$ cat src/rtl/fifo_tx_pkg.sv
// fifo_tx_pkg: state encoding and shared constants for the FIFO word-to-byte transmitter
package fifo_tx_pkg;
  typedef enum logic [2:0] {ST_IDLE, ST_HDR, ST_DATA, ST_CSUM, ST_DONE} state_e;
  localparam logic [7:0] HDR_BYTE_DEF = 8'hA5;
  localparam int IDX_W = 2;
endpackage

$ cat src/rtl/fifo_tx_byte_sel.sv
// fifo_tx_byte_sel: picks one byte of a 32-bit word by index, MSB- or LSB-first
module fifo_tx_byte_sel
  import fifo_tx_pkg::*;
#(
  parameter bit MSB_FIRST = 1'b1
) (
  input  logic [31:0]      word_i,
  input  logic [IDX_W-1:0] idx_i,
  output logic [7:0]       byte_o
);
  logic [IDX_W-1:0] lane;
  logic [31:0] shifted;
  always_comb begin
    lane = MSB_FIRST ? ~idx_i : idx_i;
    shifted = word_i >> {lane, 3'b000};
    byte_o = shifted[7:0];
  end
endmodule

$ cat src/rtl/fifo_word_byte_tx.sv
// fifo_word_byte_tx: pops 32-bit words from a FWFT FIFO and sends framed bytes over valid/ready.
// Define FIFO_TX_CSUM_EN to append an XOR checksum byte to every frame.
module fifo_word_byte_tx
  import fifo_tx_pkg::*;
#(
  parameter int         FRAME_WORDS = 16,
  parameter logic [7:0] HDR_BYTE    = HDR_BYTE_DEF,
  parameter bit         MSB_FIRST   = 1'b1
) (
  input  logic        clk,
  input  logic        rst_n,
  input  logic        fifo_rd_vld,
  input  logic [31:0] fifo_rd_data,
  output logic        fifo_rd_en,
  output logic [7:0]  out_data,
  output logic        out_valid,
  input  logic        out_ready,
  output logic        busy,
  output logic [15:0] frame_cnt
);
  state_e state_q;
  logic [31:0] buf_q, word_d;
  logic [IDX_W-1:0] idx_q, idx_d;
  logic [8:0] wcnt_q;
  logic [7:0] out_data_q, byte_d;
  logic out_valid_q, busy_q;
  logic [15:0] frame_cnt_q;
`ifdef FIFO_TX_CSUM_EN
  logic [7:0] csum_q;
`endif
  logic acc, word_end, more, load_req, frame_end;
  // In DATA the buffer holds a word exactly while out_valid is high, so out_valid doubles as buffer-full
  always_comb begin
    acc = out_valid_q & out_ready;
    word_end = (state_q == ST_DATA) & acc & (idx_q == '1);
    more = wcnt_q != 9'(FRAME_WORDS);
    load_req = rst_n & more & (((state_q == ST_HDR) & acc) | ((state_q == ST_DATA) & (!out_valid_q | word_end)));
    fifo_rd_en = fifo_rd_vld & load_req;
    frame_end = word_end & !more;
    word_d = fifo_rd_en ? fifo_rd_data : buf_q;
    idx_d = fifo_rd_en ? '0 : idx_q + 1'b1;
  end
  fifo_tx_byte_sel #(.MSB_FIRST(MSB_FIRST)) u_sel (
    .word_i(word_d),
    .idx_i (idx_d),
    .byte_o(byte_d)
  );
  always_ff @(posedge clk) begin
    if (!rst_n) begin
      state_q <= ST_IDLE;
      buf_q <= '0;
      idx_q <= '0;
      wcnt_q <= '0;
      out_data_q <= '0;
      out_valid_q <= 1'b0;
      busy_q <= 1'b0;
      frame_cnt_q <= '0;
`ifdef FIFO_TX_CSUM_EN
      csum_q <= '0;
`endif
    end else begin
      if (fifo_rd_en) begin
        buf_q <= fifo_rd_data;
        wcnt_q <= wcnt_q + 9'd1;
      end
      case (state_q)
        ST_IDLE: if (fifo_rd_vld) begin
          state_q <= ST_HDR;
          out_valid_q <= 1'b1;
          out_data_q <= HDR_BYTE;
          busy_q <= 1'b1;
          wcnt_q <= '0;
`ifdef FIFO_TX_CSUM_EN
          csum_q <= '0;
`endif
        end
        ST_HDR: if (acc) begin
          state_q <= ST_DATA;
          out_valid_q <= fifo_rd_en;
          out_data_q <= byte_d;
          idx_q <= idx_d;
        end
        ST_DATA: begin
`ifdef FIFO_TX_CSUM_EN
          if (acc) csum_q <= csum_q ^ out_data_q;
`endif
          if (frame_end) begin
`ifdef FIFO_TX_CSUM_EN
            state_q <= ST_CSUM;
            out_data_q <= csum_q ^ out_data_q;
`else
            state_q <= ST_DONE;
            out_valid_q <= 1'b0;
            busy_q <= 1'b0;
`endif
          end else if (acc | fifo_rd_en) begin
            out_valid_q <= fifo_rd_en | !word_end;
            out_data_q <= byte_d;
            idx_q <= idx_d;
          end
        end
`ifdef FIFO_TX_CSUM_EN
        ST_CSUM: if (acc) begin
          state_q <= ST_DONE;
          out_valid_q <= 1'b0;
          busy_q <= 1'b0;
        end
`endif
        ST_DONE: begin
          frame_cnt_q <= frame_cnt_q + 16'd1;
          state_q <= ST_IDLE;
        end
        default: state_q <= ST_IDLE;
      endcase
    end
  end
  assign out_data = out_data_q;
  assign out_valid = out_valid_q;
  assign busy = busy_q;
  assign frame_cnt = frame_cnt_q;
endmodule
$ cat config.mk
export PLATFORM = sky130hd
export DESIGN_NAME = fifo_word_byte_tx
export DESIGN_NICKNAME = d
export VERILOG_FILES = /design/src/rtl/fifo_tx_pkg.sv /design/src/rtl/fifo_tx_byte_sel.sv /design/src/rtl/fifo_word_byte_tx.sv
export SDC_FILE = /design/constraint.sdc
export NUM_CORES = 1
export LEC_CHECK = 0
export BUFFER_PORTS_ARGS = -buffer_cell sky130_fd_sc_hd__buf_2
export CORE_AREA = 2 2 119 121
export DETAILED_ROUTE_END_ITERATION = 16
export DIE_AREA = 0 0 121 123
export SLEW_MARGIN = 0
export SYNTH_ARGS = -nofsm -noshare
export SYNTH_HDL_FRONTEND = slang
export SYNTH_HIERARCHICAL = 1
export SYNTH_SLANG_ARGS = --single-unit
$ cat constraint.sdc
create_clock -name clk -period 3.03 [get_ports clk]
set_input_delay 0.1515 -clock clk [delete_from_list [all_inputs] [get_ports clk]]
set_output_delay 0.1515 -clock clk [all_outputs]
set_load 0.02 [all_outputs]
# --- Word-level counts from Yosys, hierarchy flattened ---
# Index checks and enable logic that the tools add are counted.
totals:
  register_bits: 72
  latch_bits: 0
  ram_bits: 0
  romBits: 0
  in_bits: 36
  output_inout_bits: 27
  elab_cells: 74
  mem_count: 0
classes:
  addsub: 3
  multipliers: 0
  n_div: 0
  n_lt_le_gt_ge: 0
  eq_ne: 11
  shift: 1
  n_mux: 25
  n_bitwise: 14
  reduce_logical: 12
ops:
  columns: ["cell", "n"]
  rows:
  - ["32-bit 2-to-1 mux", 1]
  - ["8-bit 2-to-1 mux", 4]
  - ["32-bit by 5-bit >> shifter with 8-bit output", 1]
  - ["9-bit 2-to-1 mux", 3]
  - ["8-bit case mux with 3 select lines", 1]
  - ["16-bit by 1-bit adder with 16-bit output (second input constant)", 1]
  - ["9-bit by 1-bit adder with 9-bit output (second input constant)", 1]
  - ["1-bit bitwise AND", 9]
  - ["3-bit 2-to-1 mux", 3]
  - ["9-bit by 5-bit != test with 1-bit output (second input constant)", 1]
  - ["3-bit case mux with 3 select lines", 1]
  - ["2-bit 2-to-1 mux", 4]
  - ["2-bit != test (second input constant)", 4]
  - ["4-bit AND reduction", 2]
  - ["3-bit AND reduction", 2]
  - ["1-bit 2-to-1 mux", 5]
  - ["5-bit AND reduction", 1]
  - ["1-bit OR", 4]
  - ["2-bit case mux with 2 select lines", 1]
  - ["2-bit nonzero test", 2]
  - ["3-bit by 1-bit == test with 1-bit output (second input constant)", 1]
  - ["3-bit by 2-bit == test with 1-bit output (second input constant)", 1]
  - ["3-bit == test (second input constant)", 1]
  - ["1-bit logical NOT", 3]
  - ["9 further kinds", 9]

# --- Depth between registers and ports, before layout ---
# Gate-level depths: netlist of the first run.
logic_depth:
  depth_word: 14
  depth_mapped: 12
  mapped_depth_nobuf: 10

# --- By module ---
# The synthesis of the first run kept the hierarchy.
by_module_without_submodules:
  columns: ["mod", "n_inst", "cells_each", "area_per_inst_um2", "seq_area_each_um2"]
  rows:
  - ["fifo_word_byte_tx", 1, 323, 3256.9, 1441.4]
  - ["fifo_tx_byte_sel", 1, 10, 196.4, 0.0]

# --- Worst setup path before layout of the first run ---
# OpenSTA, ideal clock, no wires.
synth_path:
  kind: "reg-to-reg"
  start: "register wcnt_q[0]"
  end: "register out_data_q[5], in the netlist out_data[5]"
  setup_time_ns: 0.119
  arrival_ns: 2.461
  required_time_ns: 2.911
  path_slack_ns: 0.450
  stages_incl_launch_ff: 12
  n_path_buf: 2
  synth_period_minus_slack_ns: 2.580
  path_cell_list: "dfxtp_1 > inv_1 > ha_1 > nor4b_4 > a21oi_2 > nand2_2 > buf_6 > buf_6 > mux2_4 > mux4_2 > nand3b_1 > o221a_1"
synth_between:
  elab_cells_between_ends: 18
  classes_between: "eq/ne: 3; shift: 1; mux: 6; bitwise: 6; reduce/logical: 2"
synth_rtl:
  columns: ["item", "line_no", "rtl"]
  rows:
  - ["start, declared", "fifo_word_byte_tx.sv:24", "logic [8:0] wcnt_q;"]
  - ["start signal, assigned", "fifo_word_byte_tx.sv:64", "wcnt_q <= wcnt_q + 9'd1;"]
  - ["9-bit by 5-bit != test with 1-bit output *", "fifo_word_byte_tx.sv:36", "more = wcnt_q != 9'(FRAME_WORDS);"]
  - ["1-bit bitwise AND * (2 in a row)", "fifo_word_byte_tx.sv:37", "load_req = rst_n & more & (((state_q == ST_HDR) & acc) | ((state_q == ST_DATA) & (!out_valid_q | word_end)));"]
  - ["1-bit bitwise AND *", "fifo_word_byte_tx.sv:38", "fifo_rd_en = fifo_rd_vld & load_req;"]
  - ["32-bit 2-to-1 mux *", null, null]
  - ["named net word_d[29]", "fifo_word_byte_tx.sv:22", "logic [31:0] buf_q, word_d;"]
  - ["32-bit by 5-bit >> shifter with 8-bit output *", "fifo_tx_byte_sel.sv:15", "shifted = word_i >> {lane, 3'b000};"]
  - ["named net byte_d[5]", "fifo_word_byte_tx.sv:25", "logic [7:0] out_data_q, byte_d;"]
  - ["8-bit 2-to-1 mux", "fifo_word_byte_tx.sv:96", "end else if (acc | fifo_rd_en) begin"]
  - ["8-bit 2-to-1 mux", "fifo_word_byte_tx.sv:87", "if (frame_end) begin"]
  - ["8-bit case mux with 3 select lines *", "fifo_word_byte_tx.sv:66", "case (state_q)"]
  - ["end signal, assigned", "fifo_word_byte_tx.sv:80", "out_data_q <= byte_d;"]
  - ["end signal, assigned", "fifo_word_byte_tx.sv:98", "out_data_q <= byte_d;"]
  - ["end, declared", "fifo_word_byte_tx.sv:25", null]
# The timed path passes the listed nets; every way through them passes the cells marked *. The select of a mux whose other input is x is not followed.
# A chain may end at the register's enable or synchronous reset.

# --- Worst setup path after layout of the first run ---
layout_path:
  start: "register idx_q[0]"
  end: "register out_data_q[1], in the netlist out_data[1]"
layout_between:
  elab_cells_between_ends: 21
  classes_between: "add/sub: 1; eq/ne: 3; shift: 1; mux: 6; bitwise: 9; reduce/logical: 1"
layout_rtl:
  columns: ["item", "line_no", "rtl"]
  rows:
  - ["start, declared", "fifo_word_byte_tx.sv:23", "logic [IDX_W-1:0] idx_q, idx_d;"]
  - ["start signal, assigned", "fifo_word_byte_tx.sv:81", "idx_q <= idx_d;"]
  - ["start signal, assigned", "fifo_word_byte_tx.sv:99", "idx_q <= idx_d;"]
  - ["2-bit == test *", "fifo_word_byte_tx.sv:35", "word_end = (state_q == ST_DATA) & acc & (idx_q == '1);"]
  - ["1-bit bitwise AND *", "fifo_word_byte_tx.sv:35", null]
  - ["1-bit OR *", "fifo_word_byte_tx.sv:37", null]
  - ["1-bit bitwise AND *", "fifo_word_byte_tx.sv:37", null]
  - ["1-bit OR *", "fifo_word_byte_tx.sv:37", null]
  - ["1-bit bitwise AND *", "fifo_word_byte_tx.sv:37", null]
  - ["1-bit bitwise AND *", "fifo_word_byte_tx.sv:38", null]
  - ["32-bit 2-to-1 mux *", null, null]
  - ["named net word_d[1]", "fifo_word_byte_tx.sv:22", null]
  - ["32-bit by 5-bit >> shifter with 8-bit output *", "fifo_tx_byte_sel.sv:15", null]
  - ["named net byte_d[1]", "fifo_word_byte_tx.sv:25", null]
  - ["8-bit 2-to-1 mux", "fifo_word_byte_tx.sv:96", null]
  - ["8-bit 2-to-1 mux", "fifo_word_byte_tx.sv:87", null]
  - ["8-bit case mux with 3 select lines *", "fifo_word_byte_tx.sv:66", null]
# Marked as above.

==> summary by stage, run 1 <==
Run status
The flow ran to the end, and the final reports show no timing, DRC or antenna violations.

Detailed routing
The first detailed-routing pass took 4 iterations. For this run, design rule violations remaining after detail routing come to 0. The number of DRC violations after detailed-routing iteration 0 is about 110.

The post-detailed-route wirelength per cell is 13.4 um. The routed via count divided by cell count is 4.56. The number of vias after detailed routing is 2,646.

Once detail routing completed, the nets flagged for antenna violations numbered 0. The total wire length after detailed routing is between 7000 and 8000 um.

Clock tree
The clock net in this run drives a total of 72 sinks. The clock tree root buffer cell is sky130_fd_sc_hd__clkbuf_16. The number of hold buffers added after CTS is 0.

TritonCTS built the clock tree. The setup fix buffers added after clock tree synthesis is 0. The clock slew seen by the registers of the worst setup and hold paths is 0.06 ns. The number of buffers on the longest clock path is 2.

The number of H-tree levels is 3. The CTS buffer count is 9. The quantity of gates resized following cts is 0. At the later pin of the worst-skew pair, clock insertion delay measures between 0.3 and 0.4 ns.

STA
Setup violations remaining at the end of the flow were counted as 0. The final period demand of the worst path is 2.78 ns. The worst setup skew after layout is 0.00824 ns. Setup repair after global routing left no endpoint under its margin.

The worst slew slack as a fraction of its limit is between 40% and 50%. The maximum clock frequency is approximately 0.36 GHz. The worst-margin pin slew is 0.790 ns.

The final number of hold-violating endpoints is 0. The final count of pins violating max slew is 0. The worst hold margin is 0.147 ns. Adding up every negative setup slack in the final design gives 0 ns.

The ratio of final minimum period to clock period is between 90% and 100%.

Placement
The congestion estimate from routability-driven global placement came to 0.805. Including well taps, the total number of placed cells is 566. During placement, the flow inserted port buffers numbering a little over 60. The sum of net half-perimeters after detailed placement is 5760 um.

Setup path
The startpoint identified for the worst register-to-register timing path is idx_q[0]. For the worst setup path, the data required time is 3.24 ns. The signal arrival time at the worst endpoint is 3.00 ns. The type of destination of the critical path is a register. Of all nets on the critical path, the largest fanout is 20. For this run, the slowest stage of the critical path takes 0.47 ns. The most critical setup path has its startpoint at idx_q[0]. The critical path goes through ha_1, a21boi_0, o21ai_2, nand2_2, buf_4, mux2_1, mux4_2, nand3_1, mux2i_1. The slowest stage of the critical path belongs to the cell sky130_fd_sc_hd__mux4_2. The setup check on the worst reg-to-reg path leaves a slack of 0.25 ns.

The classification of the worst setup path is reg -> reg. The kind of launch point of the worst setup path is a register.

Logic synthesis
For this run, the leading register cell type out of synthesis is sky130_fd_sc_hd__dfxtp_1. The synthesis-stage register bit count is 72. The number of distinct library cells after synthesis is 57. Counting flops with an async set or reset pin after synthesis yields a share of 0%. The sequential cell area fraction in the yosys report is around two fifths. During synthesis, Yosys emitted a total of 6 warnings.

The instance count of the mapped netlist is 333. After synthesis, the mean cell area works out to 10.4 um2. The post-synth net total is 373. The cell area after synthesis is 0.00345 mm2. The number of enable flip-flop cells after synthesis is 0.

Floorplan
The number of top-level pins is 63. The chip width is 121 um. For this configuration, the core starts out at a cell density of 25.4%.

In this run the standard cell core region covers 0.0136 mm2. The die covers 0.0149 mm2. The die is 123 um tall. The standard-cell row count is 43.

Layout
The number of standard cells in the layout, taps in and fillers out is between 500 and 600. In the final layout, the share of cells above drive strength 1 is 26.8%. At the end of the flow the core is filled with cells to 31.2%. The repair_antennas step left the layout with diodes totalling 0. The total number of nets in the final design is approximately 440. The area added between synthesis and finish is 23.2%.

Power
Total power for the finished layout comes to 2.26 mW. The cell leakage power is 1.78 nW. The cell area power density is about 530 mW/mm2. The worst voltage drop across the vdd grid is 348 uV.

Worst hold path
The startpoint identified for the worst hold timing path is fifo_rd_vld. The path category of the worst min-delay check is in -> reg.

GRT
The global route total overflow is 0. The first-pass GRT wire length is between 10,000 and 15,000 um. Entering global routing, the biggest net connects 52 pins. The total track usage is approximately 11%.

The number of antenna violations at the first check in global routing is 1. The via count of the first global-routing pass was 2,726.

Flow run
Across the run, the number of max-cap violations was 0.
==> where the power goes <==
group / internal (mW) / total, mW / switching, mW
registers: 0.963 / 0.975 / 0.0116
logic: 0.0732 / 0.164 / 0.0910
clock network: 0.734 / 1.12 / 0.383
total: 1.77 / 2.26 / 0.486
==> metrics by stage <==
step / instance area (um2) / setup slack [ns]
floorplan: 3450 / 0.450
global placement: 3940 / 0.289
detailed placement: 3940 / 0.218
CTS: 4250 / 0.210
global route: 4250 / 0.00385
finish: 4250 / 0.250
==> cell usage after synthesis (3+ instances only) <==
master	number	share of area, %
sky130_fd_sc_hd__dfxtp_1	72	42
sky130_fd_sc_hd__and2_1	36	6.5
sky130_fd_sc_hd__o21ai_0	5	0.72
sky130_fd_sc_hd__nand2b_1	3	0.54
sky130_fd_sc_hd__nand4_1	3	0.54
sky130_fd_sc_hd__and3_1	4	0.72
sky130_fd_sc_hd__buf_2	3	0.43
sky130_fd_sc_hd__mux4_2	8	5.2
sky130_fd_sc_hd__nor2_1	20	2.2
sky130_fd_sc_hd__clkbuf_1	7	0.76
sky130_fd_sc_hd__nor3_1	7	1.0
sky130_fd_sc_hd__nand2_1	13	1.4
sky130_fd_sc_hd__nand3_1	15	2.2
sky130_fd_sc_hd__buf_6	5	1.6
sky130_fd_sc_hd__a21oi_1	12	1.7
sky130_fd_sc_hd__ha_1	4	1.4
sky130_fd_sc_hd__inv_1	8	0.87
sky130_fd_sc_hd__nand3b_1	5	1.1
sky130_fd_sc_hd__mux2i_1	9	2.6
sky130_fd_sc_hd__mux2_4	4	1.7
sky130_fd_sc_hd__o221a_1	4	1.3
sky130_fd_sc_hd__mux2_1	28	9.1
sky130_fd_sc_hd__xnor2_1	10	2.5
sky130_fd_sc_hd__xor2_1	4	1.0
sky130_fd_sc_hd__or3_1	5	0.91
==> final timing paths <==
kind / endpoint / cells past startpoint
worst min-delay path: state_q[0] / 3
worst max register to register: out_data[1] / 9
worst max-delay path: out_data[1] / 9
worst min register to register: out_data[4] / 2
==> worst max-delay path, delay by kind of cell, from the launching register on <==
| family | cells | cell delay (ns) |
|---|---|---|
| adders and majority gates | 1 | 0.23 |
| DFF | 1 | 0.33 |
| AOI/OAI and AO/OA | 2 | 0.38 |
| buffers and inverters | 1 | 0.33 |
| and+or+nand+nor | 2 | 0.48 |
| muxes | 3 | 0.91 |
==> logic make-up after synthesis <==
group,share of synthesized area [%]
flops,41.7
mux,18.7
buf+inv,4.28
xor+xnor,3.55
simple gates,21.6
fa+ha+maj,1.45
compound gates,8.66
==> per-layer routing <==
metal / vias to the layer above / share of wire [%] / GRT usage [%]
li1: 1311 / - / -
met1: 1255 / 46 / 13.6
met2: 68 / 46 / 18.8
met3: 10 / 7.1 / 4.75
met4: 2 / 0.85 / 2.40
met5: - / 0.17 / 0
==> final cells by class <==
type / count / area (um2)
Fill cell: 1399 / 9360
Tap cell: 180 / 225
Inverter: 9 / 33.8
Sequential cell: 72 / 1440
Clock inverter: 3 / 67.6
Multi-Input combinational cell: 234 / 1860
Clock buffer: 11 / 243
Timing Repair Buffer: 71 / 378
==> placed cells by master, fill, tap and decap left out, types with 10 or more instances in the layout <==
| master | Yosys | routed |
|---|---|---|
| sky130_fd_sc_hd__buf_2 | 3 | 62 |
| sky130_fd_sc_hd__and2_1 | 36 | 36 |
| sky130_fd_sc_hd__nand3_1 | 15 | 15 |
| sky130_fd_sc_hd__nor2_1 | 20 | 20 |
| sky130_fd_sc_hd__xnor2_1 | 10 | 10 |
| sky130_fd_sc_hd__nand2_1 | 13 | 13 |
| sky130_fd_sc_hd__mux2_1 | 28 | 28 |
| sky130_fd_sc_hd__a21oi_1 | 12 | 12 |
| sky130_fd_sc_hd__dfxtp_1 | 72 | 72 |
No activity file was read; power rests on OpenSTA's default activity.
==> inputs of run 2 (changes only) <==
--- a/config.mk
+++ b/config.mk
@@ -6,11 +6,10 @@
 export NUM_CORES = 1
 export LEC_CHECK = 0
 export BUFFER_PORTS_ARGS = -buffer_cell sky130_fd_sc_hd__buf_2
-export CORE_AREA = 2 2 119 121
+export CORE_AREA = 2 2 116 118
 export DETAILED_ROUTE_END_ITERATION = 16
-export DIE_AREA = 0 0 121 123
+export DIE_AREA = 0 0 118 120
 export SLEW_MARGIN = 0
 export SYNTH_ARGS = -nofsm -noshare
 export SYNTH_HDL_FRONTEND = slang
-export SYNTH_HIERARCHICAL = 1
 export SYNTH_SLANG_ARGS = --single-unit
==> run 2 against run 1 <==
Against the previous run:
- synthesized cell count up 14%
- utilization about the same
- wire length up 2.9%
- clock skew down 0.0037 ns
- final cell count up 6.2%
- critical path depth down 2
- critical path type is now reg -> out
- critical endpoint is now fifo_rd_en
==> summary by stage, run 2 <==
Floorplan
The floorplan die area is 0.0142 mm2 (-4.9%). The effective utilization at floorplan is 25.4% (about the same). The area of the core is 0.0130 mm2 (-4.6%). The chip width is 118 um (-2.5%). The overall die height is 120 um (-2.4%). The number of top-level pins was 63 (unchanged). The standard-cell row count is 42 (-2.3%).

GRT
The total track usage is 11.7% (+0.39 points). The busiest layer in global routing is met2. The global route total overflow came to 0 (unchanged).

The largest net degree at the start of global routing was 47 (-9.6%). The via count of the first global-routing pass is 2,800 (+2.7%). The met1 layer usage reported by global route is 15.0% (+1.4 points). The met2 track utilization from global routing is 17.8% (-1.1 points). The first-pass GRT wire length came to 13,300 um (+0.16%). The number of antenna violations at the first check in global routing was 0 (-1). The met3 layer usage reported by global route is 3.14% (-1.6 points).

Clock tree
The number of buffers on the longest clock path came to 2 (unchanged). TritonCTS built the clock tree. The clock latency at the later pin of the worst-skew pair is 0.33 ns (about the same).

The clock tree root buffer cell is sky130_fd_sc_hd__clkbuf_16. The number of sinks on the clock net is 72 (unchanged). The number of H-tree levels is 3 (unchanged). The setup fix buffers added after clock tree synthesis is 0 (unchanged). The number of hold buffers added after CTS came to 0 (unchanged). The CTS buffer count came to 9 (unchanged). The quantity of gates resized following cts came to 0 (unchanged).

The clock slew seen by the registers of the worst setup and hold paths is 0.06 ns (about the same).

Logic synthesis
The proportion of synthesized flip-flops having asynchronous set or reset is 0% (unchanged). The count of warnings emitted by yosys is 0 (-6). Sorting the synthesized cells by area gives the leading types as sky130_fd_sc_hd__dfxtp_1, sky130_fd_sc_hd__nand2_1, sky130_fd_sc_hd__a21oi_1, sky130_fd_sc_hd__mux4_2, sky130_fd_sc_hd__mux2i_1. The number of distinct library cells after synthesis came to 53 (-7.0%). The number of enable flip-flop cells after synthesis is 0 (unchanged).

The sequential cell area fraction in the yosys report came to 43.8% (+2.0 points). The commonest cells after synthesis are sky130_fd_sc_hd__nand2_1, sky130_fd_sc_hd__dfxtp_1, sky130_fd_sc_hd__a21oi_1, sky130_fd_sc_hd__nor2_1, sky130_fd_sc_hd__inv_1. In the synthesized netlist the dominant register cell turns out to be sky130_fd_sc_hd__dfxtp_1.

The post-synth net total was 419 (+12%). The area share of the largest cell type after synthesis is 43.8% (+2.0 points). The cell area after synthesis is 0.00329 mm2 (-4.7%). The average instance area after synthesis is 8.69 um2 (-16%). The instance count of the mapped netlist is 379 (+14%). The most common cell in the synthesized netlist is sky130_fd_sc_hd__nand2_1. The synthesis-stage register bit count is 72 (unchanged). The cell accounting for the most synthesized area is sky130_fd_sc_hd__dfxtp_1.

Setup path
The critical path starts at wcnt_q[0]. The worst setup path is captured at an output pin. The worst-case reg-to-reg path depth is 8 (-1). The endpoint of the most critical setup path is fifo_rd_en. The setup slack on the worst flop-to-flop path came to 0.80 ns (+0.55 ns). The kind of launch point of the worst setup path is a register.

The startpoint identified for the worst register-to-register timing path is wcnt_q[0]. The classification of the worst setup path is reg -> out. The largest fanout on the critical path came to 31 (+55%). The signal arrival time at the worst endpoint is 2.19 ns (-0.81 ns). The endpoint of the worst-slack reg-to-reg timing path is out_data[0].

The required time of the worst setup path is 2.88 ns (-0.36 ns).

Detailed routing
The first-pass iteration count of the detailed router is 4 (unchanged). The number of remaining DRC errors is 0 (unchanged). The number of DRC violations after detailed-routing iteration 0 is 140 (+30%). The total wire length after detailed routing came to 8020 um (+2.9%). The remaining number of nets flagged by the antenna check after routing was 0 (unchanged).

The number of vias after detailed routing was 2,848 (+7.6%). The post-detailed-route wirelength per cell is 13.0 um (-3.1%). The routed via count divided by cell count is 4.62 (+1.3%).

Placement
The port buffer count is 62 (unchanged). The sum of net half-perimeters after detailed placement was 5670 um (-1.6%). The weighted congestion reported at the end of routability-driven placement was 0.882 (+9.6%). The cell count after placement came to 600 (+6.0%).

STA
The worst-margin pin slew was 0.681 ns (-0.109 ns). The maximum clock frequency is 0.427 GHz (+19%). The ratio of final minimum period to clock period was 77.2% (-15 points). The total setup violations reported at the end of the flow came to 0 (unchanged). The final number of hold-violating endpoints was 0 (unchanged). The worst slew slack as a fraction of its limit came to 54.2% (+7.0 points). The final period demand of the worst path is 2.34 ns (-0.440 ns). The final setup TNS is 0 ns (unchanged). Setup repair after global routing left no endpoint under its margin. The worst setup skew after layout is 0.00452 ns (-0.00371 ns). The final count of pins violating max slew was 0 (unchanged).

Worst hold path
The path category of the worst min-delay check is in -> reg.

Layout
In the layout the commonest cells are sky130_fd_sc_hd__nand2_1, sky130_fd_sc_hd__dfxtp_1, sky130_fd_sc_hd__buf_2. The number of standard cells in the layout, taps in and fillers out is 616 (+6.2%). The leading cell type in the layout, fill and taps excluded is sky130_fd_sc_hd__nand2_1. The area added between synthesis and finish is 23.2% (about the same). The number of inserted diodes is 0 (unchanged). The total number of nets in the final design is 475 (+8.7%). The share of layout cells above drive strength 1 came to 22.3% (-4.5 points).

Power
The cell area power density is 542 mW/mm2 (+2.1%). The cell leakage power is 1.50 nW (-15%). The worst voltage drop across the vdd grid is 300 uV (-14%).

Run status
The flow ran to the end, and the final reports show no timing, DRC or antenna violations.

Flow run
The max-capacitance violation count is 0 (unchanged).
-- run 2: routing by layer --
layer  up-vias  wire length, um
met5         -                0
met2        62             3660
met4         0              200
met1      1339             3790
met3        14              371
li1       1433                -
-- run 2: stage by stage --
| stage | utilization, % | total power [mW] | worst slack (ns) | area, um2 | hold slack, ns |
|---|---|---|---|---|---|
| final | 31.2 | 2.20 | 0.690 | 4060 | 0.0524 |
| after global routing | 31.2 | 2.28 | 0.456 | 4060 | 0.0508 |
| after CTS | 31.2 | 2.22 | 0.692 | 4060 | 0.0411 |
| after detailed placement | 28.9 | 1.14 | 0.821 | 3750 | 0.398 |
| after global placement | 28.9 | 1.14 | 0.925 | 3750 | 0.392 |
| after floorplan | - | 1.08 | 1.22 | 3290 | 0.287 |
-- run 2: cells by family after synthesis --
group,count (synthesis),synth area share [%]
and+or+nand+nor,157,22.9
AOI/OAI and AO/OA,81,15.4
DFF,72,43.8
buffers and inverters,36,5.02
muxes,17,8.21
xor gates and xnor gates,12,3.19
adders and majority gates,4,1.52
-- run 2: worst max-delay path: stages, from the launching register on --
cell and delay [ns]:
sky130_fd_sc_hd__dfxtp_1 0.36, sky130_fd_sc_hd__inv_1 0.07, sky130_fd_sc_hd__ha_1 0.19, sky130_fd_sc_hd__nor4b_2 0.16, sky130_fd_sc_hd__a21oi_1 0.27, sky130_fd_sc_hd__nand2_1 0.13, sky130_fd_sc_hd__inv_2 0.41, sky130_fd_sc_hd__buf_2 0.26
-- run 2: how the worst min path moves through the flow --
stage | start | to | slack (ns) | depth (start not counted)
finish | fifo_rd_data[11] | buf_q[11] | 0.05 | 3
global route | fifo_rd_data[2] | buf_q[2] | 0.05 | 3
CTS | fifo_rd_data[11] | buf_q[11] | 0.04 | 3
detailed placement | fifo_rd_data[11] | buf_q[11] | 0.40 | 3
global placement | fifo_rd_data[1] | buf_q[1] | 0.39 | 3
floorplan | fifo_rd_data[0] | buf_q[0] | 0.29 | 2
-- run 2: cell type report --
| class | count | area, um2 |
|---|---|---|
| Multi-Input combinational cell | 271 | 1690 |
| Clock inverter | 6 | 68.8 |
| Timing Repair Buffer | 67 | 348 |
| Sequential cell | 72 | 1440 |
| Clock buffer | 10 | 239 |
| Inverter | 14 | 52.6 |
| Fill cell | 1365 | 8920 |
| Tap cell | 176 | 220 |
-- run 2: power by group --
group          switching, mW  leakage (nW)  internal (mW)  total, mW
Clock                  0.412         0.149          0.662       1.07
Sequential            0.0156         0.582          0.964      0.979
Combinational         0.0870         0.774         0.0570      0.144
Total                  0.514          1.50           1.68       2.20
==> inputs of run 3 (changes only) <==
==> constraint.sdc (replaced) <==
create_clock -name clk -period 2.3 [get_ports clk]
set_input_delay 0.115 -clock clk [delete_from_list [all_inputs] [get_ports clk]]
set_output_delay 0.115 -clock clk [all_outputs]
set_load 0.02 [all_outputs]
==> run 3 against run 2 <==
Against the previous run:
- sequential share of layout area shrank 0.93 points
- via count grew 0.95%
- flip-flop and latch count unchanged
- sequential power up 32%
- global-route usage down 0.21 points
- total power is 37% higher
- hold slack got worse by 0.029 ns
- register-to-register slack got worse by 0.49 ns
- clock skew is 0.0019 ns higher
==> summary by stage, run 3 (synthesized netlist as in run 2, its figures left out) <==
Floorplan
The standard-cell row count is 42 (unchanged). The area of the core came to 0.0130 mm2 (unchanged). The overall die height was 120 um (unchanged).

The chip width is 118 um (unchanged). The effective utilization at floorplan came to 25.4% (unchanged). The number of top-level pins is 63 (unchanged). The floorplan die area was 0.0142 mm2 (unchanged).

Clock tree
The number of buffers on the longest clock path was 2 (unchanged). TritonCTS built the clock tree. The number of sinks on the clock net is 72 (unchanged). The number of H-tree levels was 3 (unchanged).

The setup fix buffers added after clock tree synthesis came to 0 (unchanged). The clock slew seen by the registers of the worst setup and hold paths is 0.06 ns (about the same). The clock latency at the later pin of the worst-skew pair came to 0.33 ns (about the same). The number of hold buffers added after CTS is 0 (unchanged).

The CTS buffer count is 9 (unchanged). The clock tree root buffer cell is sky130_fd_sc_hd__clkbuf_16.

STA
The worst slew slack as a fraction of its limit came to 66.2% (+12 points). The final number of hold-violating endpoints is 0 (unchanged). The worst hold margin is 0.0235 ns (-0.0288 ns). The maximum clock frequency is 0.477 GHz.

The final count of pins violating max slew is 0 (unchanged). The final period demand of the worst path is 2.10 ns. The ratio of final minimum period to clock period is about nine tenths. The total setup violations reported at the end of the flow is 0 (unchanged).

The worst setup skew after layout is 0.00647 ns (+0.00195 ns). The final setup TNS is 0 ns (unchanged). The worst-margin pin slew is 0.507 ns (-0.174 ns). Setup repair after global routing left no endpoint under its margin.

GRT
The total track usage was 11.5% (-0.21 points). The largest net degree at the start of global routing is 47 (unchanged). The via count of the first global-routing pass is 2,775 (-0.89%).

The first-pass GRT wire length is 13,300 um (-0.62%). The global route total overflow is 0 (unchanged). The number of antenna violations at the first check in global routing is 0 (unchanged).

Setup path
The endpoint of the worst-slack reg-to-reg timing path is out_data[5]. The combined buffer and inverter count along the critical path was 3 (unchanged). The signal on the critical path passes through ha_1, a21boi_0, o21ai_2, nand2_1, clkinv_4, buf_6, buf_2.

The worst-case reg-to-reg path depth is 7 (-1). The delay of the slowest critical-path stage is 0.31 ns (-0.10 ns). The kind of launch point of the worst setup path is a register. The largest fanout on the critical path was 17 (-45%). The required time of the worst setup path came to 2.18 ns (-0.70 ns). On the critical path, the stage with the largest delay is an instance of sky130_fd_sc_hd__dfxtp_1.

The endpoint of the most critical setup path is fifo_rd_en. In this design, the largest share of critical-path delay is due to buffers and inverters. The signal arrival time at the worst endpoint is 1.98 ns (-0.21 ns). In this run the worst setup path begins at idx_q[0]. The number of logic stages on the critical path including buffering is 7 (unchanged). In this run the critical register-to-register path is launched from idx_q[0]. The critical path is of the reg -> out type. The type of destination of the critical path is an output pin. The setup slack on the worst flop-to-flop path was 0.31 ns (-0.49 ns).

Detailed routing
The number of DRC violations after detailed-routing iteration 0 is 111 (-21%). The remaining number of nets flagged by the antenna check after routing is 0 (unchanged). The routed via count divided by cell count is 4.61 (-0.19%).

The number of vias after detailed routing is 2,875 (+0.95%). The number of remaining DRC errors is 0 (unchanged). The total wire length after detailed routing is 8000 um (-0.20%). The first-pass iteration count of the detailed router is 4 (unchanged). The post-detailed-route wirelength per cell came to 12.8 um (-1.3%).

Run status
The run finished with clean final reports.

Power
The worst voltage drop across the vdd grid is 407 uV (+36%). The total power is 3.02 mW (+37%). The cell area power density came to 724 mW/mm2 (+34%).

The cell leakage power is 1.57 nW (+4.7%).

Worst hold path
The startpoint of the worst hold path is fifo_rd_data[22]. In this run the worst hold path is classified as in -> reg.

Layout
The top cell types in the final layout, fill and taps aside, are sky130_fd_sc_hd__nand2_1, sky130_fd_sc_hd__dfxtp_1, sky130_fd_sc_hd__buf_2. The share of layout cells above drive strength 1 came to 23.7% (+1.4 points). The area added between synthesis and finish is 26.5%.

The total number of nets in the final design is 482 (+1.5%). The leading cell type in the layout, fill and taps excluded is sky130_fd_sc_hd__nand2_1. The number of inserted diodes was 0 (unchanged).

Placement
The sum of net half-perimeters after detailed placement came to 5960 um (+5.1%). The weighted congestion reported at the end of routability-driven placement is 0.886 (+0.44%). The port buffer count is 62 (unchanged).

Flow run
The max-capacitance violation count is 0 (unchanged).
## run 3: cell types whose count changed in the layout (fill, tap and decap cells not counted), sizes merged
cell / previous run / this run
buf: 67 / 74
clkinvlp: 1 / 0
bufinv: 1 / 2
## run 3: tightest hold or removal path, delay by kind of cell
family / cells / cell delay, ns
AOI/OAI and AO/OA: 1 / 0.05
and+or+nand+nor: 1 / 0.04
buffers and inverters: 1 / 0.10
## run 3: how the worst min path moves through the flow
stage / endpoint / slack, ns / cells past startpoint
after global placement: buf_q[14] / 0.36 / 3
after global routing: buf_q[17] / 0.03 / 3
after floorplan: buf_q[0] / 0.25 / 2
after CTS: buf_q[17] / 0.02 / 3
after detailed placement: buf_q[22] / 0.36 / 3
final: buf_q[22] / 0.02 / 3
## run 3: where the power goes
group	internal, mW	switching [mW]	leakage [nW]
Combinational	0.0846	0.121	0.829
Clock	0.984	0.539	0.163
Sequential	1.27	0.0179	0.582
Total	2.34	0.678	1.57
## run 3: metrics by stage
| step | area, um2 | std cells | setup WS (ns) | util (%) |
|---|---|---|---|---|
| 2_1_floorplan | 3290 | 379 | 0.494 | - |
| 3_3_place_gp | 3810 | 607 | 0.412 | 29.4 |
| 3_5_place_dp | 3810 | 607 | 0.325 | 29.4 |
| 4_1_cts | 4140 | 623 | 0.0405 | 31.9 |
| 5_1_grt | 4160 | 623 | 0.0286 | 32.1 |
| 6_report | 4160 | 623 | 0.205 | 32.1 |
## run 3: layer usage
| metal | global-route usage (%) | vias to the layer above | wire length, um |
|---|---|---|---|
| met5 | 0 | - | 0 |
| li1 | - | 1452 | - |
| met2 | 18.9 | 53 | 3850 |
| met1 | 14.3 | 1360 | 3760 |
| met4 | 4.67 | 0 | 91 |
| met3 | 2.90 | 10 | 304 |
## run 3: cell type report
cell class	instances	area [um2]
Clock buffer	10	239
Inverter	14	57.6
Timing Repair Buffer	74	417
Multi-Input combinational cell	271	1700
Fill cell	1369	8820
Clock inverter	6	91.3
Tap cell	176	220
Sequential cell	72	1440
## run 3: repair_timing
action | 4_1_cts | 5_1_grt
endpoints found under the hold margin | 0 | 0
setup endpoints to repair | 0 | 1
gates resized for setup | 0 | 5
